`src/rtl/fetch_pkg.sv`:
```
// Shared types and constants for the instruction fetch unit.
package fetch_pkg;

   typedef enum logic [1:0] {
      ST_REQ,
      ST_WAIT,
      ST_HOLD,
      ST_FAULT
   } fetch_state_e;

   localparam int INSTR_W = 32;
   localparam int PC_INC  = 4;

endpackage

```
`src/rtl/instr_fetch_unit_if.sv`:
```
// Instruction-memory bus: one word-read request channel and one response channel.
interface instr_fetch_unit_if
   import fetch_pkg::*;
#(
   parameter int ADDR_W = 64
);

   logic               mem_req_valid;
   logic [ADDR_W-3:0]  mem_req_idx;
   logic               mem_req_ready;
   logic               mem_resp_valid;
   logic [INSTR_W-1:0] mem_resp_data;

   modport master (
      output mem_req_valid,
      output mem_req_idx,
      input  mem_req_ready,
      input  mem_resp_valid,
      input  mem_resp_data
   );

   modport slave (
      input  mem_req_valid,
      input  mem_req_idx,
      output mem_req_ready,
      output mem_resp_valid,
      output mem_resp_data
   );

endinterface

```
`src/rtl/shift_right_2.sv`:
```
// Byte address to 32-bit word index; the two byte-offset bits are dropped.
module shift_right_2 #(
   parameter int ADDR_W = 64
) (
   input  logic [ADDR_W-1:0] i_addr,
   output logic [ADDR_W-3:0] o_idx
);

   assign o_idx = (ADDR_W-2)'(i_addr >> 2);

endmodule

```
`src/rtl/instr_fetch_unit.sv`:
```
// Single-outstanding instruction fetcher with stall hold, branch redirect,
// squash of in-flight responses and a sticky misaligned-target fault.
module instr_fetch_unit
   import fetch_pkg::*;
#(
   parameter int                ADDR_W   = 64,
   parameter logic [ADDR_W-1:0] RESET_PC = '0
) (
   input  logic                clk,
   input  logic                reset,
   input  logic                stall,
   input  logic                br_taken,
   input  logic [ADDR_W-1:0]   br_target,
   instr_fetch_unit_if.master  mem,
   output logic                instr_valid,
   output logic [INSTR_W-1:0]  instr,
   output logic [ADDR_W-1:0]   instr_pc,
   output logic                misalign
);

   fetch_state_e       r_state;
   logic [ADDR_W-1:0]  r_pc;
   logic               r_squash;
   logic               r_live;
   logic               r_misalign;
   logic [INSTR_W-1:0] r_instr;
   logic [ADDR_W-1:0]  r_instr_pc;

   logic               w_req_valid;
   logic               w_hs;
   logic               w_br_ok;
   logic               w_br_bad;
   logic               w_resp_take;
   logic               w_old_inflight;
   logic [ADDR_W-3:0]  w_idx;

   shift_right_2 #(.ADDR_W(ADDR_W)) u_idx (
      .i_addr (r_pc),
      .o_idx  (w_idx)
   );

   // r_live holds the request off until the first edge after reset release;
   // a pending squash blocks it until the stale response has drained.
   assign w_req_valid = r_live && (r_state == ST_REQ) && !r_squash;
   assign w_hs        = w_req_valid && mem.mem_req_ready;
   assign w_br_ok     = br_taken && (br_target[1:0] == 2'b00) && (r_state != ST_FAULT);
   assign w_br_bad    = br_taken && (br_target[1:0] != 2'b00) && (r_state != ST_FAULT);
   assign w_resp_take = (r_state == ST_WAIT) && mem.mem_resp_valid && !br_taken;

   // A request to the old pc is still owed a response after this edge.
   assign w_old_inflight = ((r_state == ST_WAIT) && !mem.mem_resp_valid)
                        || ((r_state == ST_REQ) && r_squash && !mem.mem_resp_valid)
                        || w_hs;

   assign mem.mem_req_valid = w_req_valid;
   assign mem.mem_req_idx   = w_idx;

   assign instr_valid = w_resp_take || ((r_state == ST_HOLD) && !br_taken);
   assign instr       = w_resp_take ? mem.mem_resp_data : r_instr;
   assign instr_pc    = w_resp_take ? r_pc : r_instr_pc;
   assign misalign    = r_misalign;

   always_ff @(posedge clk or negedge reset) begin
      if (!reset) begin
         r_state    <= ST_REQ;
         r_pc       <= RESET_PC;
         r_squash   <= 1'b0;
         r_live     <= 1'b0;
         r_misalign <= 1'b0;
         r_instr    <= '0;
         r_instr_pc <= '0;
      end else begin
         r_live <= 1'b1;
         case (r_state)
            ST_REQ: begin
               if (r_squash && mem.mem_resp_valid)
                  r_squash <= 1'b0;
               if (w_hs)
                  r_state <= ST_WAIT;
            end
            ST_WAIT: begin
               if (w_resp_take) begin
                  if (!stall) begin
                     r_pc    <= r_pc + ADDR_W'(PC_INC);
                     r_state <= ST_REQ;
                  end else begin
                     r_instr    <= mem.mem_resp_data;
                     r_instr_pc <= r_pc;
                     r_state    <= ST_HOLD;
                  end
               end
            end
            ST_HOLD: begin
               if (!stall) begin
                  r_pc    <= r_pc + ADDR_W'(PC_INC);
                  r_state <= ST_REQ;
               end
            end
            ST_FAULT: ;
         endcase
         // Redirects override whatever the state machine decided above.
         if (w_br_bad) begin
            r_misalign <= 1'b1;
            r_state    <= ST_FAULT;
         end else if (w_br_ok) begin
            r_pc     <= br_target;
            r_state  <= ST_REQ;
            r_squash <= w_old_inflight;
         end
      end
   end

endmodule

```
`src/flat_wrapper.sv`:
```
// flat-port wrapper written by rule: the top's interface ports become plain ports
module instr_fetch_unit_flat import fetch_pkg::*;
#(
   parameter int                ADDR_W   = 64,
   parameter logic [ADDR_W-1:0] RESET_PC = '0
)
  (clk, reset, stall, br_taken, br_target, instr_valid, instr, instr_pc, misalign, mem_mem_req_valid, mem_mem_req_idx, mem_mem_req_ready, mem_mem_resp_valid, mem_mem_resp_data);
  instr_fetch_unit_if #(.ADDR_W(ADDR_W)) mem_i ();
  input  logic clk;
  input  logic reset;
  input  logic stall;
  input  logic br_taken;
  input  logic [ADDR_W-1:0] br_target;
  output logic instr_valid;
  output logic [INSTR_W-1:0] instr;
  output logic [ADDR_W-1:0] instr_pc;
  output logic misalign;
  output wire logic [$bits(mem_i.mem_req_valid)-1:0] mem_mem_req_valid;
  output wire logic [$bits(mem_i.mem_req_idx)-1:0] mem_mem_req_idx;
  input wire logic [$bits(mem_i.mem_req_ready)-1:0] mem_mem_req_ready;
  input wire logic [$bits(mem_i.mem_resp_valid)-1:0] mem_mem_resp_valid;
  input wire logic [$bits(mem_i.mem_resp_data)-1:0] mem_mem_resp_data;
  assign mem_mem_req_valid = mem_i.mem_req_valid;
  assign mem_mem_req_idx = mem_i.mem_req_idx;
  assign mem_i.mem_req_ready = mem_mem_req_ready;
  assign mem_i.mem_resp_valid = mem_mem_resp_valid;
  assign mem_i.mem_resp_data = mem_mem_resp_data;
  instr_fetch_unit #(.ADDR_W(ADDR_W), .RESET_PC(RESET_PC)) u_core (.clk(clk), .reset(reset), .stall(stall), .br_taken(br_taken), .br_target(br_target), .mem(mem_i), .instr_valid(instr_valid), .instr(instr), .instr_pc(instr_pc), .misalign(misalign));
endmodule
```
`config.mk`:
```
export PLATFORM = sky130hd
export DESIGN_NAME = instr_fetch_unit_flat
export DESIGN_NICKNAME = d
export VERILOG_FILES = /design/src/rtl/fetch_pkg.sv /design/src/rtl/instr_fetch_unit_if.sv /design/src/rtl/shift_right_2.sv /design/src/rtl/instr_fetch_unit.sv /design/src/flat_wrapper.sv
export SDC_FILE = /design/constraint.sdc
export NUM_CORES = 1
export LEC_CHECK = 0
export ABC_AREA = 1
export CORE_AREA = 3 3 149 151
export DETAILED_ROUTE_END_ITERATION = 8
export DIE_AREA = 0 0 152 154
export HOLD_SLACK_MARGIN = 0.1
export MAX_ROUTING_LAYER = met4
export PLACE_DENSITY = 0.82
export RECOVER_POWER = 25
export SLEW_MARGIN = 25
export SYNTH_ARGS = -nofsm -noshare
export SYNTH_HDL_FRONTEND = slang
export SYNTH_SLANG_ARGS = --single-unit
```
`constraint.sdc`:
```
create_clock -name clk -period 2.9 [get_ports clk]
set_clock_uncertainty 0.05 [all_clocks]
set_input_delay 0.435 -clock clk [delete_from_list [all_inputs] [get_ports clk]]
set_output_delay 0.435 -clock clk [all_outputs]
set_load 0.03 [all_outputs]
```
==> flow_summary_export.csv, run 1 <==
group,metric,value,unit
setup_path,max_stage_delay,0.41,ns
detailed_routing,routedWlPerCell,18.7,um
placed_design,dp_hpwl,28500,um
synthesis,synth-simple-area-share,27.8,%
floorplan,row_count,53,
layout,num-nets-final,1810,
synthesis,synth_top_family_by_area,"simple AND/OR/NAND/NOR gates",
timing,fin_ws,0.139,ns
global_route,grt_usage,32.2,%
timing,worst_pin_slew,1.67,ns
floorplan,start_util,49.7,%
power_and_ir_drop,ir_drop,0.000645,V
detailed_routing,postRouteAntennaNets,0,
floorplan,die_w,152,um
setup_path,arrival,2.28,ns
synthesis,synthAdderAreaFrac,0.601,%
detailed_routing,vias,11000,
run_status,violations,"max-capacitance violations, max-slew violations",
floorplan,die_y,154,um
placed_design,place.port_buffers,262,
setup_path,rrSetupSlack,0.55,ns
layout,final_cell_area,13700,um2
setup_path,endpoint_kind,"output pin",
setup_path,crit_family,"buffers and inverters",
clock_tree,h-tree-depth,4,
layout,fillers,1907,
layout,final-instance-count-excl-fill,1991,
synthesis,syn_avg_cell_area,6.84,um2
min_path,hold_class,"flop to flop",
timing,rsz0062_at_grt,"yes",
global_route,overflow,0,
clock_tree,cts_setup_buffers,0,
setup_path,cp_num_buf_inv,5,
synthesis,yosys_warnings,0,
setup_path,cp.required,2.41,ns
global_route,grt_pass1_vias,10100,
setup_path,worst_path_max_delay_cell,"dfrtp_1",
synthesis,yosysUniqueCellTypes,39,
synthesis,synthMuxAreaShare,0,%
placed_design,post_dp_cell_area,13000,um2
global_route,grt_pass1_wl,57800,um
detailed_routing,drt-initial-drc-count,1096,
power_and_ir_drop,p_leak,0.00630,uW
timing,max_slew_margin,-11.2,%
run_status,status,"finished with violations",
synthesis,yosysSeqAreaShare,39.6,%
synthesis,synth_xor_area_share,0.673,%
floorplan,core_area,21000,um2
timing,fin_tns_setup,0,ns
synthesis,syn_nets,1629,
detailed_routing,wl,37200,um
global_route,antenna_found_initial,1,
setup_path,crit_fanout,80,
clock_tree,cts_made_buffers,17,
clock_tree,clock-root-buffer,"clkbuf_16",
setup_path,worstPathCellList,"inv_1 > ha_2 > inv_2 > nor3_4 > inv_4 > buf_12 > o21ai_0 > buf_4",
synthesis,synth_cells,1522,
layout,diodes,0,
layout,area_growth,31.0,%
power_and_ir_drop,p_per_area,1210,nW/um2
timing,hold_violations,0,
setup_path,cp-start-kind,"flop",
timing,final.period_utilization,95.2,%
clock_tree,cts.reportedPaths.clkPinSlew,0.08,ns
clock_tree,cts_tree,"done",
synthesis,ys_ff_latch,165,
synthesis,synth_compound_area_share,18.4,%
layout,layout-drive-gt1-share,12.0,%
placed_design,gp_congestion,0.999,
setup_path,path_class,"flop to output pin",
timing,min_period,2.76,ns
detailed_routing,vias_per_cell,5.52,
job,cap_violations,1,
placed_design,dp_slack,0.245,ns
clock_tree,cts.path.max_buffers,2,
global_route,grt_max_degree,193,
timing,finalMaxSlewViolations,62,
synthesis,syn_area,10400,um2
detailed_routing,dr.pass1.iters,7,
detailed_routing,drc,0,
timing,setup_violations,0,
floorplan,dieArea,23400,um2
timing,fmax,0.362,GHz
clock_tree,clock_latency,0.44,ns
floorplan,io-pin-count,263,
clock_tree,clkSinkCount,165,
placed_design,dp_cells,1958,
-- worst register-to-register path, cell delays in order (launching register included) --
cell,delay (ns)
dfrtp_1,0.44
ha_1,0.24
inv_1,0.10
nor2_1,0.20
nand3b_1,0.17
nor2_2,0.13
buf_4,0.17
nand2_1,0.05
nor2_1,0.22
xor2_1,0.17
o211ai_1,0.16
a21oi_1,0.18
-- Yosys cell counts, drive strengths merged --
cell       n  share of area, %
clkinv     2             0.084
inv      152               5.5
nor3      16              0.92
o221ai     2              0.17
conb       1             0.036
clkbuf    57               2.1
and2       3              0.18
a31oi      6              0.36
nand3b     4              0.32
o2111ai    2              0.17
o211ai     7              0.50
nor2     135               5.5
nand3     82               4.1
xor2       8              0.67
dfrtp    165                40
ha         5              0.60
o31ai      2              0.14
a21oi    122               5.9
nand2    418                15
or2        1             0.060
o21ai    232                11
nand4     23               1.5
buf       77               5.3
-- stage by stage --
stage          utilization, %  total power, uW  hold WS, ns
2_1_floorplan               -            10300       0.0894
3_3_place_gp             62.2            13900        0.402
3_5_place_dp             62.2            14100        0.406
4_1_cts                  65.1            16400        0.433
5_1_grt                  65.1            17500        0.453
6_report                 65.1            16500        0.429
-- cells by family after synthesis --
kind of cell,after synthesis
simple gates,682
compound gates,373
buf+inv,288
flops,165
xor+xnor,8
fa+ha+maj,5
other cells,1
-- power by group --
| group | internal (uW) | total [uW] | switching [uW] |
|---|---|---|---|
| registers | 3320 | 4450 | 1130 |
| clock network | 1180 | 2290 | 1120 |
| logic | 3640 | 9780 | 6140 |
-- path summary, 6_finish.rpt --
path / start / to / cells after the start
min in group asynchronous: reset / u_core.r_squash$_DFF_PN0_ / 2
max in group asynchronous: reset / u_core.r_pc[4]$_DFF_PN0_ / 3
worst max-delay path: u_core.r_state[1]$_DFFE_PN0P_ / instr[22] / 8
worst min register to register: u_core.misalign$_DFFE_PN0P_ / u_core.misalign$_DFFE_PN0P_ / 1
worst min-delay path: u_core.misalign$_DFFE_PN0P_ / u_core.misalign$_DFFE_PN0P_ / 1
worst max register to register: u_core.r_pc[3]$_DFF_PN0_ / u_core.r_pc[40]$_DFF_PN0_ / 11
-- area by class of cell --
type	count	area [um2]	share of cell area, %
clock buffer	18	439	3.22
clock inverter	14	156	1.15
inverter	154	582	4.26
multi-input combinational	1069	4980	36.5
sequential	165	4130	30.2
tap	275	344	2.52
timing repair buffer	296	3020	22.1
-- timing repair --
item                                   4_1_cts  5_1_grt
endpoints found under the hold margin       59        0
resized for setup                           16       32
hold buffers                                 1        0
pin swaps                                    0        1
setup endpoints to repair                   34       66
-- registers in the layout, indices dropped and copies added (netlist names) --
| signal | cells |
|---|---|
| u_core.r_instr | 32 |
| u_core.r_instr_pc | 64 |
| u_core.r_live | 1 |
| u_core.r_state | 2 |
| u_core.r_pc | 64 |
| u_core.misalign | 1 |
| u_core.r_squash | 1 |
-- cell usage in the layout, fill, tap and decap left out, drive strengths merged, types with 3 or more instances in the layout --
cell / count
dfrtp: 165
nor3: 16
a21oi: 122
a31oi: 6
o21ai: 232
xor2: 8
clkbuf: 20
and2: 3
nor2: 135
inv: 157
clkinv: 10
nand4: 23
nand3b: 4
buf: 129
ha: 5
clkdlybuf4s50: 164
nand3: 82
nand2: 418
o211ai: 7
-- routing by layer --
layer	vias to the layer above	GRT usage, %	wire length (um)
li1	5242	-	-
met1	5114	46.1	16600
met2	560	46.7	16300
met3	69	5.29	3150
met4	0	10.8	1120
met5	-	-	0
Note: power is estimated with default switching activity, not from simulation.
==> run 2: changes to the inputs <==
MAX_ROUTING_LAYER = unset   (was met4)
==> flow_summary_export.csv, run 2 (same netlist as run 1, synthesis figures left out) <==
group,metric,value,unit
placed_design,dp_cells,1955,
setup_path,cp_num_buf_inv,5,
layout,num-nets-final,1807,
floorplan,io-pin-count,263,
floorplan,core_area,21000,um2
detailed_routing,wl,35100,um
setup_path,r2r_cells,12,
setup_path,arrival,2.35,ns
detailed_routing,routedWlPerCell,17.6,um
detailed_routing,dr.pass1.iters,7,
global_route,grt_usage,29.4,%
floorplan,dieArea,23400,um2
layout,reg_top3,"u_core.r_instr_pc x64, u_core.r_pc x64, u_core.r_instr x32",
global_route,overflow,0,
detailed_routing,drt-initial-drc-count,1005,
placed_design,place.port_buffers,262,
floorplan,die_w,152,um
timing,setup_violations,0,
setup_path,path_class,"flop to output pin",
setup_path,crit_fanout,74,
layout,area_growth,30.6,%
power_and_ir_drop,combinationalPowerShare,59.1,%
job,cap_violations,0,
detailed_routing,postRouteAntennaNets,0,
floorplan,start_util,49.7,%
detailed_routing,drc,0,
setup_path,cp-start-kind,"flop",
power_and_ir_drop,switchingPower,8220,uW
min_path,hold_depth,1,
layout,layout_common_cells,"413 x nand2_1, 208 x o21ai_0, 165 x dfrtp_1",
timing,final.period_utilization,97.6,%
clock_tree,cts_tree,"done",
timing,fmax,0.353,GHz
power_and_ir_drop,p_per_area,1200,nW/um2
setup_path,cp.required,2.41,ns
power_and_ir_drop,swShare,50.3,%
clock_tree,cts.path.max_buffers,2,
layout,layout-drive-gt1-share,11.6,%
setup_path,rr_startpoint,"u_core.r_state[1]$_DFFE_PN0P_",
timing,fin_tns_setup,0,ns
timing,max_slew_margin,21.0,%
clock_tree,cts_made_buffers,17,
timing,hold_ws,0.435,ns
clock_tree,clkSinkCount,165,
timing,finalMaxSlewViolations,0,
setup_path,r2r_end,"u_core.r_pc[36]$_DFF_PN0_",
min_path,hold_path_end,"u_core.misalign$_DFFE_PN0P_",
layout,final-instance-count-excl-fill,1988,
setup_path,max_stage_delay,0.42,ns
setup_path,endpoint_kind,"output pin",
setup_path,worst_path_max_delay_cell,"dfrtp_1",
clock_tree,clock_latency,0.43,ns
setup_path,crit_family,"buffers and inverters",
layout,diodes,0,
timing,hold_violations,0,
layout,fin_util,64.9,%
setup_path,rrSetupSlack,0.57,ns
global_route,grt_max_degree,193,
floorplan,die_y,154,um
min_path,hold_class,"flop to flop",
min_path,min_from,"u_core.misalign$_DFFE_PN0P_",
setup_path,worstPathCellList,"inv_1 > ha_4 > inv_2 > nor3_4 > inv_4 > buf_12 > o21ai_0 > buf_4",
layout,final_common_cell,"nand2_1",
run_status,status,"finished clean",
detailed_routing,vias,10800,
power_and_ir_drop,power_frac_clock,13.9,%
global_route,grt_pass1_wl,54900,um
floorplan,row_count,53,
power_and_ir_drop,seqPwrFrac,27.0,%
clock_tree,cts.reportedPaths.clkPinSlew,0.08,ns
power_and_ir_drop,p_leak,0.00628,uW
clock_tree,h-tree-depth,4,
timing,worst_pin_slew,1.18,ns
placed_design,dp_hpwl,27000,um
timing,min_period,2.83,ns
clock_tree,cts_setup_buffers,0,
global_route,grt_pass1_vias,9914,
clock_tree,clock-root-buffer,"clkbuf_16",
timing,rsz0062_at_grt,"yes",
detailed_routing,vias_per_cell,5.42,
timing,fin_ws,0.0695,ns
placed_design,dp_slack,0.230,ns
placed_design,gp_congestion,0.998,
power_and_ir_drop,intPower,8130,uW
power_and_ir_drop,ir_drop,0.000635,V
global_route,antenna_found_initial,0,
[run 2: changes by cell type in the layout (fill, tap and decap cells not counted), sizes merged]
cell	before	now
buf	129	125
clkbuf	20	21
[run 2: final cells by class]
class | instances | area, um2
fill | 1872 | 7350
multi-input combinational | 1069 | 4970
inverter | 154 | 582
sequential | 165 | 4130
timing repair buffer | 293 | 2980
tap | 275 | 344
clock inverter | 14 | 161
clock buffer | 18 | 439
[run 2: how the worst max path moves through the flow]
stage	start	to	slack (ns)	depth (start not counted)
3_3_place_gp	mem_mem_resp_valid	instr_pc[25]	0.23	7
4_1_cts	u_core.r_state[1]$_DFFE_PN0P_	instr_pc[61]	-0.01	8
5_1_grt	u_core.r_state[1]$_DFFE_PN0P_	instr_pc[58]	0.00009	8
3_5_place_dp	br_taken	instr_pc[25]	0.23	6
2_1_floorplan	u_core.r_state[1]$_DFFE_PN0P_	instr[21]	0.21	8
6_report	u_core.r_state[1]$_DFFE_PN0P_	instr_pc[43]	0.07	8
[run 2: what timing repair did]
| action | 4_1_cts | 5_1_grt |
|---|---|---|
| setup endpoints to repair | 41 | 84 |
| hold endpoints to repair | 44 | 0 |
| cloned | 0 | 0 |
| resized for setup | 10 | 14 |
| hold buffers | 1 | 0 |
[run 2: layer usage]
layer	wire length, um	track usage, %
met1	15600	42.7
met2	15700	44.7
met3	2630	5.09
met4	1130	10.4
met5	0	0
[run 2: power groups by stage]
| stage | registers, uW | logic (uW) | clock network, uW |
|---|---|---|---|
| after floorplan | 4050 | 6220 | 0 |
| after global placement | 4360 | 9410 | 0 |
| after detailed placement | 4390 | 9590 | 0 |
| after CTS | 4360 | 9630 | 2300 |
| after global routing | 4550 | 10400 | 2410 |
| final | 4410 | 9660 | 2270 |
[run 2: worst register-to-register path: cells and delay by family (launching register included)]
family	cells	cell delay [ns]
AO/OA/AOI/OAI	2	0.26
adder cells (fa/ha/maj)	1	0.18
AND/OR/NAND/NOR	5	0.72
flip-flops	1	0.42
buffers and inverters	4	0.63
[run 2: per-stage QoR]
step                area [um2]  power [uW]
global placement         13000       13800
global route             13600       17400
floorplan                10400       10300
detailed placement       13000       14000
CTS                      13600       16300
finish                   13600       16300
